<file path="src/rtl/ddr_rx_word_collector_if.sv">
// Handshake/data bundle between the CCC handler path and the RX word collector.
// master drives framing, byte stream and pops; slave is the collector.
interface ddr_rx_word_collector_if #(
    parameter int FIFO_AW = 3
);
    logic                 i_frame_start;
    logic                 i_frame_end;
    logic [7:0]           i_rx_data;
    logic                 i_rx_data_valid;
    logic                 i_rx_error;
    logic                 i_rd_en;
    logic [15:0]          o_rd_data;
    logic                 o_fifo_empty;
    logic                 o_fifo_full;
    logic [FIFO_AW:0]     o_word_count;
    logic                 o_overflow;
    logic                 o_odd_byte;
    logic                 o_frame_error;
    logic                 o_frame_done;

    modport master (
        output i_frame_start, i_frame_end, i_rx_data,
        output i_rx_data_valid, i_rx_error, i_rd_en,
        input  o_rd_data, o_fifo_empty, o_fifo_full,
        input  o_word_count, o_overflow, o_odd_byte,
        input  o_frame_error, o_frame_done
    );

    modport slave (
        input  i_frame_start, i_frame_end, i_rx_data,
        input  i_rx_data_valid, i_rx_error, i_rd_en,
        output o_rd_data, o_fifo_empty, o_fifo_full,
        output o_word_count, o_overflow, o_odd_byte,
        output o_frame_error, o_frame_done
    );
endinterface

</file>
<file path="src/rtl/ddr_rx_word_collector.sv">
// HDR-DDR RX word collector: pairs MSB/LSB bytes into 16-bit words in a show-ahead FIFO.
// Optional RX_COLLECT_PAD_EN: unpaired MSB at frame close is written as {msb,8'h00}.
module ddr_rx_word_collector #(
    parameter int FIFO_AW = 3
) (
    input  logic                    i_sys_clk,
    input  logic                    i_sys_rst,
    ddr_rx_word_collector_if.slave  bus
);
    localparam int DEPTH_I = 1 << FIFO_AW;
    localparam logic [FIFO_AW:0] DEPTH = {1'b1, {FIFO_AW{1'b0}}};

    typedef enum logic [1:0] {
        IDLE,
        WAIT_MSB,
        WAIT_LSB,
        DONE
    } state_t;

    state_t               state_q;
    state_t               state_n;
    logic [7:0]           msb_q;
    logic [15:0]          mem [DEPTH_I];
    logic [FIFO_AW-1:0]   wr_ptr;
    logic [FIFO_AW-1:0]   rd_ptr;
    logic [FIFO_AW:0]     count_q;
    logic                 ovf_q;
    logic                 odd_q;
    logic                 err_q;

    logic                 clr;
    logic                 msb_ld;
    logic                 push_req;
    logic [15:0]          push_data;
    logic                 set_odd;
    logic                 set_err;
    logic                 full;
    logic                 empty;
    logic                 pop;
    logic                 push_ok;

    assign full    = (count_q == DEPTH);
    assign empty   = (count_q == '0);
    assign pop     = bus.i_rd_en && !empty;
    assign push_ok = push_req && (!full || pop);

    // Framing state register.
    always_ff @(posedge i_sys_clk or negedge i_sys_rst) begin
        if (!i_sys_rst) state_q <= IDLE;
        else            state_q <= state_n;
    end

    // Next state and per-cycle actions; a byte arriving with frame_end is consumed first.
    always_comb begin
        state_n   = state_q;
        clr       = 1'b0;
        msb_ld    = 1'b0;
        push_req  = 1'b0;
        push_data = 16'h0000;
        set_odd   = 1'b0;
        set_err   = 1'b0;
        if (bus.i_frame_start) begin
            clr     = 1'b1;
            state_n = WAIT_MSB;
        end else begin
            unique case (state_q)
                IDLE: begin
                    state_n = IDLE;
                end
                WAIT_MSB: begin
                    set_err = bus.i_rx_error;
                    if (bus.i_rx_data_valid) begin
                        msb_ld = 1'b1;
                        if (bus.i_frame_end) begin
                            set_odd = 1'b1;
                            state_n = DONE;
`ifdef RX_COLLECT_PAD_EN
                            push_req  = 1'b1;
                            push_data = {bus.i_rx_data, 8'h00};
`endif
                        end else begin
                            state_n = WAIT_LSB;
                        end
                    end else if (bus.i_frame_end) begin
                        state_n = DONE;
                    end
                end
                WAIT_LSB: begin
                    set_err = bus.i_rx_error;
                    if (bus.i_rx_data_valid) begin
                        push_req  = 1'b1;
                        push_data = {msb_q, bus.i_rx_data};
                        state_n   = bus.i_frame_end ? DONE : WAIT_MSB;
                    end else if (bus.i_frame_end) begin
                        set_odd = 1'b1;
                        state_n = DONE;
`ifdef RX_COLLECT_PAD_EN
                        push_req  = 1'b1;
                        push_data = {msb_q, 8'h00};
`endif
                    end
                end
                DONE: begin
                    state_n = IDLE;
                end
            endcase
        end
    end

    // Pending MSB byte of the word being assembled.
    always_ff @(posedge i_sys_clk or negedge i_sys_rst) begin
        if (!i_sys_rst)  msb_q <= 8'h00;
        else if (msb_ld) msb_q <= bus.i_rx_data;
    end

    // Sticky frame status, cleared when a new frame opens.
    always_ff @(posedge i_sys_clk or negedge i_sys_rst) begin
        if (!i_sys_rst) begin
            ovf_q <= 1'b0;
            odd_q <= 1'b0;
            err_q <= 1'b0;
        end else if (clr) begin
            ovf_q <= 1'b0;
            odd_q <= 1'b0;
            err_q <= 1'b0;
        end else begin
            if (push_req && !push_ok) ovf_q <= 1'b1;
            if (set_odd)              odd_q <= 1'b1;
            if (set_err)              err_q <= 1'b1;
        end
    end

    // Word storage; contents reset so the show-ahead head reads zero out of reset.
    always_ff @(posedge i_sys_clk or negedge i_sys_rst) begin
        if (!i_sys_rst) begin
            for (int i = 0; i < DEPTH_I; i++) mem[i] <= 16'h0000;
        end else if (push_ok && !clr) begin
            mem[wr_ptr] <= push_data;
        end
    end

    // Pointers and occupancy; push+pop leaves the count unchanged.
    always_ff @(posedge i_sys_clk or negedge i_sys_rst) begin
        if (!i_sys_rst) begin
            wr_ptr  <= '0;
            rd_ptr  <= '0;
            count_q <= '0;
        end else if (clr) begin
            wr_ptr  <= '0;
            rd_ptr  <= '0;
            count_q <= '0;
        end else begin
            if (push_ok) wr_ptr <= wr_ptr + 1'b1;
            if (pop)     rd_ptr <= rd_ptr + 1'b1;
            if (push_ok && !pop)      count_q <= count_q + 1'b1;
            else if (!push_ok && pop) count_q <= count_q - 1'b1;
        end
    end

    assign bus.o_rd_data     = mem[rd_ptr];
    assign bus.o_fifo_empty  = empty;
    assign bus.o_fifo_full   = full;
    assign bus.o_word_count  = count_q;
    assign bus.o_overflow    = ovf_q;
    assign bus.o_odd_byte    = odd_q;
    assign bus.o_frame_error = err_q;
    assign bus.o_frame_done  = (state_q == DONE);
endmodule

</file>
<file path="src/flat_wrapper.sv">
// flat-port wrapper written by rule: the top's interface ports become plain ports
module ddr_rx_word_collector_flat 
#(
    parameter int FIFO_AW = 3
)
  (i_sys_clk, i_sys_rst, bus_i_frame_start, bus_i_frame_end, bus_i_rx_data, bus_i_rx_data_valid, bus_i_rx_error, bus_i_rd_en, bus_o_rd_data, bus_o_fifo_empty, bus_o_fifo_full, bus_o_word_count, bus_o_overflow, bus_o_odd_byte, bus_o_frame_error, bus_o_frame_done);
  ddr_rx_word_collector_if #(.FIFO_AW(FIFO_AW)) bus_i ();
  input  logic i_sys_clk;
  input  logic i_sys_rst;
  input wire logic [$bits(bus_i.i_frame_start)-1:0] bus_i_frame_start;
  input wire logic [$bits(bus_i.i_frame_end)-1:0] bus_i_frame_end;
  input wire logic [$bits(bus_i.i_rx_data)-1:0] bus_i_rx_data;
  input wire logic [$bits(bus_i.i_rx_data_valid)-1:0] bus_i_rx_data_valid;
  input wire logic [$bits(bus_i.i_rx_error)-1:0] bus_i_rx_error;
  input wire logic [$bits(bus_i.i_rd_en)-1:0] bus_i_rd_en;
  output wire logic [$bits(bus_i.o_rd_data)-1:0] bus_o_rd_data;
  output wire logic [$bits(bus_i.o_fifo_empty)-1:0] bus_o_fifo_empty;
  output wire logic [$bits(bus_i.o_fifo_full)-1:0] bus_o_fifo_full;
  output wire logic [$bits(bus_i.o_word_count)-1:0] bus_o_word_count;
  output wire logic [$bits(bus_i.o_overflow)-1:0] bus_o_overflow;
  output wire logic [$bits(bus_i.o_odd_byte)-1:0] bus_o_odd_byte;
  output wire logic [$bits(bus_i.o_frame_error)-1:0] bus_o_frame_error;
  output wire logic [$bits(bus_i.o_frame_done)-1:0] bus_o_frame_done;
  assign bus_i.i_frame_start = bus_i_frame_start;
  assign bus_i.i_frame_end = bus_i_frame_end;
  assign bus_i.i_rx_data = bus_i_rx_data;
  assign bus_i.i_rx_data_valid = bus_i_rx_data_valid;
  assign bus_i.i_rx_error = bus_i_rx_error;
  assign bus_i.i_rd_en = bus_i_rd_en;
  assign bus_o_rd_data = bus_i.o_rd_data;
  assign bus_o_fifo_empty = bus_i.o_fifo_empty;
  assign bus_o_fifo_full = bus_i.o_fifo_full;
  assign bus_o_word_count = bus_i.o_word_count;
  assign bus_o_overflow = bus_i.o_overflow;
  assign bus_o_odd_byte = bus_i.o_odd_byte;
  assign bus_o_frame_error = bus_i.o_frame_error;
  assign bus_o_frame_done = bus_i.o_frame_done;
  ddr_rx_word_collector #(.FIFO_AW(FIFO_AW)) u_core (.i_sys_clk(i_sys_clk), .i_sys_rst(i_sys_rst), .bus(bus_i));
endmodule
</file>
<file path="config.mk">
export PLATFORM = sky130hd
export DESIGN_NAME = ddr_rx_word_collector_flat
export DESIGN_NICKNAME = d
export VERILOG_FILES = /design/src/rtl/ddr_rx_word_collector_if.sv /design/src/rtl/ddr_rx_word_collector.sv /design/src/flat_wrapper.sv
export SDC_FILE = /design/constraint.sdc
export NUM_CORES = 1
export LEC_CHECK = 0
export ABC_AREA = 0
export CORE_UTILIZATION = 45
export CTS_BUF_LIST = sky130_fd_sc_hd__clkbuf_2 sky130_fd_sc_hd__clkbuf_4 sky130_fd_sc_hd__clkbuf_8
export CTS_CLUSTER_DIAMETER = 30
export DETAILED_ROUTE_END_ITERATION = 10
export PLACE_DENSITY_LB_ADDON = 0.2
export SYNTH_ARGS = -nofsm -noshare
export SYNTH_HDL_FRONTEND = slang
export SYNTH_SLANG_ARGS = --single-unit
</file>
<file path="constraint.sdc">
create_clock -name i_sys_clk -period 5.1 [get_ports i_sys_clk]
set_input_delay 0.765 -clock i_sys_clk [delete_from_list [all_inputs] [get_ports i_sys_clk]]
set_output_delay 0.765 -clock i_sys_clk [all_outputs]
set_load 0.02 [all_outputs]
</file>
After elaboration in Yosys (flattened, before gate mapping)
Index checks and enable logic that the tools add are counted.
{"block": "classes", "addsub": 4, "n_mul": 0, "div": 0, "n_lt_le_gt_ge": 3, "n_eq_ne": 4, "shift": 0, "n_mux": 42, "bitwise": 2, "n_reduce_logical": 23}
{"operator": "$bwmux W128", "n": 1}
{"operator": "$mux W16", "n": 6}
{"operator": "$bmux W16 S3", "n": 1}
{"operator": "$demux W16 S3", "n": 1}
{"operator": "$mux W1", "n": 19}
{"operator": "$mux W3", "n": 4}
{"operator": "$mux W4", "n": 3}
{"operator": "$mux W2", "n": 5}
{"operator": "$reduce_bool A2 Y1", "n": 5}
{"operator": "$ge A4 B4 Y1 const B", "n": 2}
{"operator": "$not A3 Y4", "n": 2}
{"operator": "$logic_and A1 B1 Y1", "n": 7}
{"operator": "$add A3 B1 Y3 const B", "n": 2}
{"operator": "$pmux W2 S3", "n": 1}
{"operator": "$logic_not A1 Y1", "n": 5}
{"operator": "$add A4 B1 Y4 const B", "n": 1}
{"operator": "$eq A2 B2 Y1 const B", "n": 2}
{"operator": "$eq A4 B4 Y1 const B", "n": 1}
{"operator": "$logic_not A4 Y1", "n": 1}
{"operator": "$lt A4 B1 Y1 const B", "n": 1}
{"operator": "$reduce_or A2 Y1", "n": 2}
{"operator": "$sub A4 B1 Y4 const B", "n": 1}
{"operator": "$reduce_bool A3 Y1", "n": 1}
{"operator": "$eq A2 B1 Y1 const B", "n": 1}
{"operator": "3 further kinds", "n": 3}
{"block": "word_totals", "reg_bits": 151, "latchBits": 0, "ram_bits": 0, "mem_bits_ro": 0, "in_bits": 15, "out_inout_bits": 26, "wordCells": 94, "mem_count": 0}

Depth between registers and ports, before layout
Gate-level depths: netlist of run 1.
{"block": "logic_depth", "word_depth": 10, "mapped_depth": 12, "ltp_nobuf": 11}

Worst setup path before layout of run 1
Ideal clock, no wire load.
{"block": "synth_path", "kind": "input port to flip-flop", "from": "input bus_i_frame_start", "to": "register u_core.count_q[3] (netlist: u_core.bus.o_word_count[3])", "setup_time_ps": 125, "arrival_time_ps": 2809, "required_time_ps": 4975, "slack_ps": 2167, "cell_stages": 11, "path_buffers": 2, "cell_sequence": "buf_2 > nand3b_4 > a21oi_4 > buf_8 > ha_1 > inv_1 > ha_1 > a21oi_1 > a211oi_1 > a31oi_1 > mux2_2"}
{"block": "synth_via", "elab_chain_len": 5, "elab_cells_between_ends": 9, "cone_classes": "mux: 4; reduce/logical: 5"}
{"element": "start: declaration", "line": "flat_wrapper.sv:10", "rtl": "input wire logic [$bits(bus_i.i_frame_start)-1:0] bus_i_frame_start;"}
{"element": "$mux W1", "line": "ddr_rx_word_collector.sv:62", "rtl": "if (bus.i_frame_start) begin"}
{"element": "$logic_and A1 B1 Y1", "line": "ddr_rx_word_collector.sv:45", "rtl": "assign push_ok = push_req && (!full || pop);"}
{"element": "$logic_and A1 B1 Y1 / $logic_not A1 Y1 (equally long branches)", "line": "ddr_rx_word_collector.sv:155, ddr_rx_word_collector.sv:156"}
{"element": "$mux W4 / $logic_and A1 B1 Y1 (equally long branches)", "line": "ddr_rx_word_collector.sv:155, ddr_rx_word_collector.sv:156"}
{"element": "$mux W4 / $reduce_bool A3 Y1 (equally long branches)"}
{"element": "end signal: assignment", "line": "ddr_rx_word_collector.sv:155", "rtl": "if (push_ok && !pop) count_q <= count_q + 1'b1;"}
{"element": "end signal: assignment", "line": "ddr_rx_word_collector.sv:156", "rtl": "else if (!push_ok && pop) count_q <= count_q - 1'b1;"}
{"element": "end: declaration", "line": "ddr_rx_word_collector.sv:26", "rtl": "logic [FIFO_AW:0] count_q;"}
Parallel ways exist; a longest one is shown, timed or not.
A chain may end at the register's enable or synchronous reset.

Final worst setup path of run 1
{"block": "layout_path", "from": "register u_core.rd_ptr[0]", "to": "output bus_o_rd_data[11]"}
{"block": "layout_via", "elab_chain_len": 4}
{"element": "start: declaration", "line": "ddr_rx_word_collector.sv:25", "rtl": "logic [FIFO_AW-1:0] rd_ptr;"}
{"element": "start signal: assignment", "line": "ddr_rx_word_collector.sv:154", "rtl": "if (pop) rd_ptr <= rd_ptr + 1'b1;"}
{"element": "$not A3 Y4 (implied by the code)", "line": "ddr_rx_word_collector.sv:160", "rtl": "assign bus.o_rd_data = mem[rd_ptr];"}
{"element": "$bmux W16 S3", "line": "ddr_rx_word_collector.sv:160"}
{"element": "$mux W16 (implied by the code) (2 in series)", "line": "ddr_rx_word_collector.sv:160"}
{"element": "end: declaration", "line": "flat_wrapper.sv:16", "rtl": "output wire logic [$bits(bus_i.o_rd_data)-1:0] bus_o_rd_data;"}
Every way passes these cells. The select of a mux whose other input is x is not followed.

==> results of run 1 <==
cell families (layout without fill, tap and decap cells):
| group | after synthesis | count (layout) |
|---|---|---|
| buffers and inverters | 38 | 88 |
| flip-flops | 151 | 151 |
| adder cells (fa/ha/maj) | 10 | 10 |
| multiplexers | 187 | 187 |
| AND/OR/NAND/NOR | 36 | 36 |
| AO/OA/AOI/OAI | 17 | 17 |
| XOR/XNOR | 4 | 4 |
cells in the final DEF, fill, tap and decap left out, types with 2 or more instances in the layout:
cell,n
clkinv_2,4
a211oi_1,3
nor2_1,18
nand3_4,2
a31oi_1,2
buf_4,5
clkdlybuf4s50_1,39
bufinv_16,2
clkinvlp_4,2
mux2_2,144
inv_1,11
dfrtp_1,150
nand4_2,5
mux4_2,32
nor3_1,2
clkbuf_8,22
a21oi_1,5
ha_1,9
xor2_1,3
mux2_4,10
nand2_1,2
flip-flops by register name (all words and copies together), names as in the netlist:
name	flops
u_core.bus.o_word_count	4
u_core.msb_q	8
u_core.wr_ptr	3
u_core.state_q	2
u_core.mem	128
u_core.bus.o_odd_byte	1
u_core.bus.o_overflow	1
u_core.bus.o_frame_error	1
u_core.rd_ptr	3
synthesized netlist by cell type (5+ instances only):
cell type  count
buf_2         10
ha_1           9
inv_1         11
a21oi_1        5
dfrtp_1      151
nand4_2        5
mux2_4        10
nor2_1        18
mux2_2       144
mux4_2        32
clkbuf_1      10
per-stage QoR:
stage                     std cells  power [mW]  setup WS [ps]
after detailed placement        650        2.26           1390
after floorplan                 443        1.94           2170
after CTS                       681        3.20           1140
final                           681        3.16           1230
after global routing            681        3.32           1020
after global placement          650        2.24           1500
power breakdown:
| group | internal, mW | total, mW | leakage [nW] | switching [mW] |
|---|---|---|---|---|
| Clock | 0.499 | 0.931 | 0.207 | 0.432 |
| Sequential | 1.30 | 1.44 | 2.07 | 0.140 |
| Combinational | 0.434 | 0.787 | 1.56 | 0.352 |
layout make-up:
class | count | area share (%)
Multi-Input combinational cell | 254 | 38.5
Clock inverter | 8 | 1.19
Inverter | 12 | 0.565
Timing Repair Buffer | 45 | 5.51
Clock buffer | 23 | 3.89
Sequential cell | 151 | 47.4
Tap cell | 188 | 2.95
worst max-delay path: stages (launching register included):
cell             delay [ps]
dfrtp_2                 980
buf_4                   310
mux4_2                  500
mux2_2                  280
clkdlybuf4s50_1         540
metal layers:
layer / share of wire (%) / vias up
met5: 0 / -
met3: 2.4 / 20
met1: 45 / 2071
li1: - / 1705
met4: 1.8 / 0
met2: 50 / 47
worst paths after layout:
path                                       startpoint                    endpoint  slack, ps  cells after the start
max                                  u_core.rd_ptr[0]           bus_o_rd_data[11]       1230                      4
min                                         i_sys_rst             u_core.mem[118]        430                      1
max reg2reg                u_core.bus.o_word_count[1]  u_core.bus.o_word_count[3]       1970                      8
min reg2reg                  u_core.bus.o_frame_error    u_core.bus.o_frame_error        490                      2
max in group asynchronous                   i_sys_rst              u_core.mem[33]       3490                      2
min in group i_sys_clk       u_core.bus.o_frame_error    u_core.bus.o_frame_error        490                      2
==> metrics, run 1 <==
Slew Limit Fails 0; fin util 52.4%; CTS Buf Count 17; Startpoint Class flop; Least-Margin Pin Slew 1150 ps; Multi-input gate area 3070 µm²; number of diodes 0; Critical Path RT 4340 ps; cell row count 45; Post-CTS Resized 0; # DRC 0; Post-Synth XOR/XNOR Area 0.498%; CTS tree yes; Detail Placement HPWL 8.10 mm; Initial Util 46.3%; Area contributors post-synth dfrtp_1 54%, mux2_2 23%, mux4_2 10%; setup violators final 0; clk_lat worst skew 450 ps; drt wl/cell 20.6 µm; final hold vios 0; Fillers 1289; Max clock buf depth 2; Die ar. 16100 µm²; Hold Path Class in -> async; GP Congestion 0.735; Post-Synth Adder-Cell Area 1.89%; maximum fanout along the worst path 26; Area Growth Syn to Fin 13.3%; GRT met2 Usage 32.1%; register area share after synthesis 53.7%; synth warn 0; Most used DFF post-synth dfrtp_1; htree depth 4; maximum clock rate 0.259 GHz; I/O pins 41; met1 usage 25.3%; initial DRC count 137; gr ovfl total 0; Yosys reg bits 151; vias in the first global route 4179; share of layout cells above drive strength 1 47.9%; synth unique cells 39; Post-CTS Setup Bufs 0; clk slew on worst S/H paths 80 ps; placed instance area 7560 µm²; Power Dens Cells 396 nW/µm²; GR peak layer met2; final wirelength 14.0 mm; Synth top area share 53.7%; die width 127 µm; MaxCap Viol Count 0; leak pwr 3.83 nW; minimum clock period 3870 ps; Total GRT Usage 19.4%; hold buffers post-CTS 0; Gate Count Post-Synth 443; Final ANT Viol Nets 0; fin crit share 75.8%; routed vias/inst 5.64; first-pass GRT wire length 23.0 mm; Setup Skew 9.94 ps; CTS sink cnt 151; asr flop ratio synth 100%; clock tree root buffer cell clkbuf_8; RSZ-0062 raised after global routing no; nets@finish 506; simple-gate share of the synthesized area 3.88%; setup TNS 0 ps; critical path type reg -> out; status complete, no violations; Synth Net Count 468; number of flops mapped to enable cells by yosys 0; top cell type by total area after synthesis dfrtp_1; Design Area, Final 7970 µm²; die height 127 µm; CP arrival 3100 ps; via count 3843; largest net degree at the start of global routing 113; Fin Hold WS 432 ps; Slew headroom 23.1%; mux share of post-synthesis cell area 35.6%; number of port buffers 40; post-synthesis instance area 7030 µm²; met3 Resource Use GR 3.64%; area of the core 15200 µm²; maximum VDD drop 0.191 mV; initial antenna violation count 0; CP Capture Type primary output; DR pass1 iterations 4; syn avg cell area 15.9 µm²; largest family of logic cells by synthesized area multiplexers; FF+latch area 3780 µm²; compound-cell area share of the yosys netlist 1.74%
(Power assumes the default switching activity.)
==> run 2: changes to the inputs <==
==> constraint.sdc (replaced) <==
create_clock -name i_sys_clk -period 3.7 [get_ports i_sys_clk]
set_input_delay 0.555 -clock i_sys_clk [delete_from_list [all_inputs] [get_ports i_sys_clk]]
set_output_delay 0.555 -clock i_sys_clk [all_outputs]
set_load 0.02 [all_outputs]
==> run 2 against run 1 <==
  * Core utilization up 0.42 points
  * Largest cell class unchanged
  * Clock power up 35%
  * Highest routed layer unchanged
  * Global-route usage down 0.14 points
  * Sequential power up 35%
  * Critical path type unchanged
  * Sequential share of layout area decreased by 0.38 points
  * Power up 38%
  * Clock-buffer cell count shrank 1
  * Final area rose by 0.80%
  * Combinational power up 45%
  * Die area stayed put
  * Largest power group unchanged
==> metrics, run 2 (synthesis gave the netlist of run 1 again) <==
FF+latch area 3780 µm² (unchanged); Initial Util 46.3% (unchanged); gr ovfl total 0 (unchanged); clock tree root buffer cell clkbuf_8 (unchanged); Least-Margin Pin Slew 873 ps (was 1150 ps); commonest non-fill, non-tap cell in the layout dfrtp_1 (unchanged); DR pass1 iterations 4 (unchanged); maximum VDD drop 0.283 mV (was 0.191 mV); minimum clock period 3120 ps; Die ar. 16100 µm² (unchanged); Startpoint Class flop (unchanged); Final ANT Viol Nets 0 (unchanged); final hold vios 0 (unchanged); most frequent cells in the layout 150 x dfrtp_1, 144 x mux2_2, 39 x clkdlybuf4s50_1, 32 x mux4_2, 21 x clkbuf_8 (was 150 x dfrtp_1, 144 x mux2_2, 39 x clkdlybuf4s50_1, 32 x mux4_2, 22 x clkbuf_8); Slew headroom 41.0% (was 23.1%); critical path type reg -> out (unchanged); Critical Path RT 3140 ps (was 4340 ps); Area Growth Syn to Fin 14.2% (was 13.3%); worst path bufs/invs 2 (unchanged); CP max stage delay 550 ps (was 980 ps); Multi-input gate area 3070 µm² (unchanged); CTS tree yes (unchanged); Post-CTS Setup Bufs 0 (unchanged); final wirelength 14.1 mm (was 14.0 mm); area of the core 15200 µm² (unchanged); routed vias/inst 5.59 (was 5.64); CTS sink cnt 151 (unchanged); status complete, no violations (unchanged); die width 127 µm (unchanged); Power Dens Cells 541 nW/µm² (was 396 nW/µm²); CP arrival 2560 ps (was 3100 ps); nets@finish 514 (was 506); Design Area, Final 8030 µm² (was 7970 µm²); clk slew on worst S/H paths 80 ps (about the same); number of port buffers 40 (unchanged); GP Congestion 0.784 (was 0.735); number of diodes 0 (unchanged); Detail Placement HPWL 8.47 mm (was 8.10 mm); drt wl/cell 20.4 µm (was 20.6 µm); Largest Register u_core.mem (unchanged); CTS Buf Count 17 (unchanged); cell row count 45 (unchanged); max reg flops 128 (unchanged); # DRC 0 (unchanged); hold buffers post-CTS 0 (unchanged); setup violators final 0 (unchanged); Hold Path Class in -> async (unchanged); maximum fanout along the worst path 18 (was 26); leak pwr 3.88 nW (was 3.83 nW); slowest CP cell clkdlybuf4s50_1 (was dfrtp_2); Max clock buf depth 2 (unchanged); cell family with most CP delay buffers and inverters (was flip-flops); Setup Skew 7.67 ps (was 9.94 ps); vias in the first global route 4024 (was 4179); CP Capture Type primary output (unchanged); via count 3857 (was 3843); first-pass GRT wire length 22.8 mm (was 23.0 mm); maximum clock rate 0.321 GHz; die height 127 µm (unchanged); I/O pins 41 (unchanged); placed instance area 7640 µm² (was 7560 µm²); setup TNS 0 ps (unchanged); htree depth 4 (unchanged); Post-CTS Resized 0 (unchanged); largest net degree at the start of global routing 87 (was 113); CP cell instances buf_4, mux4_2, mux2_2, clkdlybuf4s50_1 (unchanged); share of layout cells above drive strength 1 48.8% (was 47.9%); RSZ-0062 raised after global routing no (unchanged); Fillers 1264 (was 1289); clk_lat worst skew 450 ps (about the same); fin crit share 84.3%; initial DRC count 168 (was 137); Slew Limit Fails 0 (unchanged); Total GRT Usage 19.3% (was 19.4%); MaxCap Viol Count 0 (unchanged); initial antenna violation count 0 (unchanged)
-- run 2: cell count changes in the layout (fill, tap and decap cells not counted), sizes merged --
cell and change:
clkbuf -1, clkinvlp -2, clkinv +4, buf +8
-- run 2: power by group --
part	internal [mW]	switching (mW)	total, mW
clock network	0.669	0.590	1.26
logic	0.604	0.536	1.14
registers	1.79	0.152	1.94
total	3.06	1.28	4.34
-- run 2: final timing paths --
kind	from	end	slack (ps)	cells after the start
worst max-delay path	u_core.rd_ptr[0]	bus_o_rd_data[13]	580	4
worst min-delay path	i_sys_rst	u_core.mem[102]	160	1
worst max register to register	u_core.bus.o_word_count[1]	u_core.bus.o_word_count[3]	660	8
worst min register to register	u_core.bus.o_odd_byte	u_core.bus.o_odd_byte	500	2
max in group asynchronous	i_sys_rst	u_core.rd_ptr[0]	2690	2
min in group i_sys_clk	u_core.bus.o_odd_byte	u_core.bus.o_odd_byte	500	2
-- run 2: area by class of cell --
class | instances | share of cell area (%)
multi-input cells | 254 | 38.2
inverters | 12 | 0.561
flip-flops and latches | 151 | 47.0
clock inverters | 10 | 1.25
clock buffers | 22 | 3.69
repair buffers | 53 | 6.37
well taps | 188 | 2.93
-- run 2: worst register-to-register path, delay by kind of cell (launching register included) --
kind | cells | cell delay, ps
AOI/OAI and AO/OA | 4 | 1350
DFF | 1 | 470
muxes | 1 | 350
adders and majority gates | 2 | 680
buffers and inverters | 1 | 90
-- run 2: per-layer routing --
layer / vias to the layer above / routed length [µm] / GRT usage (%)
li1: 1729 / - / -
met1: 2060 / 6600 / 26.2
met2: 51 / 6830 / 30.5
met3: 17 / 426 / 4.19
met4: 0 / 223 / 7.35
met5: - / 0 / 0
-- run 2: through the flow --
stage	utilization (%)	hold WS (ps)	total power, mW	std cells	setup WS, ps
floorplan	-	259	2.67	443	863
global placement	50.2	482	3.10	658	712
detailed placement	50.2	487	3.13	658	680
CTS	52.8	176	4.40	690	511
global route	52.8	208	4.57	690	448
finish	52.8	164	4.34	690	583
==> run 3: changes to the inputs <==
==> constraint.sdc (replaced) <==
create_clock -name i_sys_clk -period 3 [get_ports i_sys_clk]
set_input_delay 0.45 -clock i_sys_clk [delete_from_list [all_inputs] [get_ports i_sys_clk]]
set_output_delay 0.45 -clock i_sys_clk [all_outputs]
set_load 0.02 [all_outputs]
==> run 3 against run 2 <==
  * Sequential cell count is the same
  * Combinational power grew 25%
  * Clock power grew 13%
  * Sequential power grew 24%
  * Global-route usage is essentially flat
  * Highest routed layer unchanged
  * Sequential share of layout area shrank 0.31 points
  * Final area grew 0.65%
  * Clock-buffer cell count grew 5
  * Largest power group unchanged
  * Wire length shrank 1.0%
==> metrics, run 3 (synthesis gave the netlist of run 1 again) <==
status complete, no violations (unchanged); die height 127 µm (unchanged); CP Capture Type primary output (unchanged); Hold Path Class reg -> reg (was in -> async); Int Pwr 3.71 mW (was 3.06 mW); most frequent cells in the layout 150 x dfrtp_1, 144 x mux2_2, 38 x clkdlybuf4s50_1, 32 x mux4_2, 23 x clkbuf_8 (was 150 x dfrtp_1, 144 x mux2_2, 39 x clkdlybuf4s50_1, 32 x mux4_2, 21 x clkbuf_8); leak pwr 3.91 nW (was 3.88 nW); final wirelength 13.9 mm (was 14.1 mm); GP Congestion 0.790 (was 0.784); Critical Path End bus_o_rd_data[13] (unchanged); Detail Placement HPWL 8.46 mm (was 8.47 mm); worst path bufs/invs 2 (unchanged); setup violators final 0 (unchanged); Initial Util 46.3% (unchanged); MaxCap Viol Count 0 (unchanged); commonest non-fill, non-tap cell in the layout dfrtp_1 (unchanged); Design Area, Final 8090 µm² (was 8030 µm²); Largest Register u_core.mem (unchanged); # DRC 0 (unchanged); vias in the first global route 4175 (was 4024); minimum clock period 2890 ps; Setup Skew 8.92 ps (was 7.67 ps); maximum VDD drop 0.268 mV (was 0.283 mV); initial DRC count 209 (was 168); met3 WL 443 µm (was 426 µm); DR pass1 iterations 4 (unchanged); largest net degree at the start of global routing 62 (was 87); Die ar. 16100 µm² (unchanged); Startpoint Class flop (unchanged); share of layout cells above drive strength 1 48.9% (was 48.8%); CTS sink cnt 151 (unchanged); Slew headroom 57.3% (was 41.0%); first-pass GRT wire length 23.0 mm (was 22.8 mm); Area Growth Syn to Fin 15.0% (was 14.2%); stages on the worst setup path 4 (unchanged); Fillers 1248 (was 1264); I/O pins 41 (unchanged); RSZ-0062 raised after global routing no (unchanged); Slew Limit Fails 0 (unchanged); met2 wire len 6.93 mm (was 6.83 mm); r2r endpoint u_core.bus.o_word_count[3] (unchanged); Fin Hold WS 491 ps (was 164 ps); Post-CTS Setup Bufs 0 (unchanged); die width 127 µm (unchanged); setup TNS 0 ps (unchanged); Sw Pwr 1.54 mW (was 1.28 mW); area of the core 15200 µm² (unchanged); sequential power share 45.7% (was 44.8%); nets@finish 519 (was 514); crit path launch u_core.rd_ptr[0] (unchanged); placed instance area 7700 µm² (was 7640 µm²); initial antenna violation count 0 (unchanged); Final ANT Viol Nets 0 (unchanged); routed vias/inst 5.61 (was 5.59); combinational share of power 27.2% (was 26.2%); CTS tree yes (unchanged); drt wl/cell 20.1 µm (was 20.4 µm); Clock power frac 27.1% (was 29.0%); FF+latch area 3780 µm² (unchanged); fin crit share 96.2%; htree depth 4 (unchanged); max layer used met4 (unchanged); CP arrival 2440 ps (was 2560 ps); Max clock buf depth 2 (unchanged); CP max stage delay 540 ps (was 550 ps); maximum fanout along the worst path 20 (was 18); slowest CP cell clkdlybuf4s50_1 (unchanged); R2R Setup Slk 340 ps (was 660 ps); Multi-input gate area 3070 µm² (unchanged); Sw Ratio 29.3% (was 29.4%); CP cell instances buf_12, mux4_2, mux2_2, clkdlybuf4s50_1 (was buf_4, mux4_2, mux2_2, clkdlybuf4s50_1); max reg flops 128 (unchanged); Power Dens Cells 649 nW/µm² (was 541 nW/µm²); maximum clock rate 0.346 GHz; Total GRT Usage 19.3% (about the same); Least-Margin Pin Slew 639 ps (was 873 ps); via count 3886 (was 3857); clk_lat worst skew 440 ps (was 450 ps); CTS Buf Count 17 (unchanged); Worst Reg-to-Reg Cells 8 (unchanged); Critical Path RT 2550 ps (was 3140 ps); cell row count 45 (unchanged); cell family with most CP delay multiplexers (was buffers and inverters); clock tree root buffer cell clkbuf_8 (unchanged); Worst R2R Start u_core.bus.o_word_count[1] (unchanged); gr ovfl total 0 (unchanged); number of diodes 0 (unchanged); final hold vios 0 (unchanged); DRT met1 WL 6.33 mm (was 6.60 mm); critical path type reg -> out (unchanged); number of port buffers 40 (unchanged); fin util 53.2% (was 52.8%); min-delay src u_core.bus.o_frame_error; clk slew on worst S/H paths 80 ps (about the same)
## run 3: changes by cell type in the layout (fill, tap and decap cells not counted), sizes merged
| cell | delta |
|---|---|
| clkbuf | +5 |
| clkinv | -5 |
| buf | +4 |
| bufinv | -2 |
| clkdlybuf4s50 | -1 |
| dlygate4sd3 | +1 |
| dlymetal6s2s | +1 |
## run 3: area by class of cell
cell class	count	area share, %
flip-flops and latches	151	46.7
multi-input cells	254	37.9
clock inverters	3	0.186
inverters	12	0.557
repair buffers	58	7.41
well taps	188	2.91
clock buffers	27	4.29
## run 3: tightest hold or removal path: stages (launching register included)
cell     delay [ps]
dfrtp_1         340
a21oi_1          40
nor2_1           70
## run 3: repair_timing
action	in CTS	in global routing
hold endpoints to repair	52	0
hold buffers	1	0
setup endpoints to repair	6	1
resized for setup	1	2
## run 3: power groups by stage
stage / Sequential [mW] / Clock, mW / Combinational (mW)
2_1_floorplan: 2.40 / 0 / 0.890
3_3_place_gp: 2.42 / 0 / 1.42
3_5_place_dp: 2.44 / 0 / 1.44
4_1_cts: 2.40 / 1.47 / 1.45
5_1_grt: 2.44 / 1.56 / 1.54
6_report: 2.40 / 1.42 / 1.43
## run 3: metal layers
layer  vias up  global-route usage (%)
met5         -                       0
li1       1734                       -
met3        20                    4.10
met1      2064                    25.7
met4         0                    7.42
met2        68                    31.1
## run 3: how the worst min path moves through the flow
stage / to / slack [ps] / cells past startpoint
floorplan: u_core.bus.o_frame_error / 150 / 0
finish: u_core.bus.o_frame_error / 490 / 2
detailed placement: u_core.mem[54] / 470 / 1
global route: u_core.mem[25] / 520 / 1
global placement: u_core.mem[38] / 460 / 1
CTS: u_core.bus.o_frame_error / 500 / 2
## run 3: stage by stage
| stage | cells | total power [mW] | setup WS (ps) |
|---|---|---|---|
| after floorplan | 443 | 3.29 | 163 |
| after global placement | 662 | 3.85 | 247 |
| after detailed placement | 662 | 3.88 | 182 |
| after CTS | 693 | 5.32 | 55.3 |
| after global routing | 693 | 5.53 | 0.413 |
| final | 693 | 5.25 | 114 |
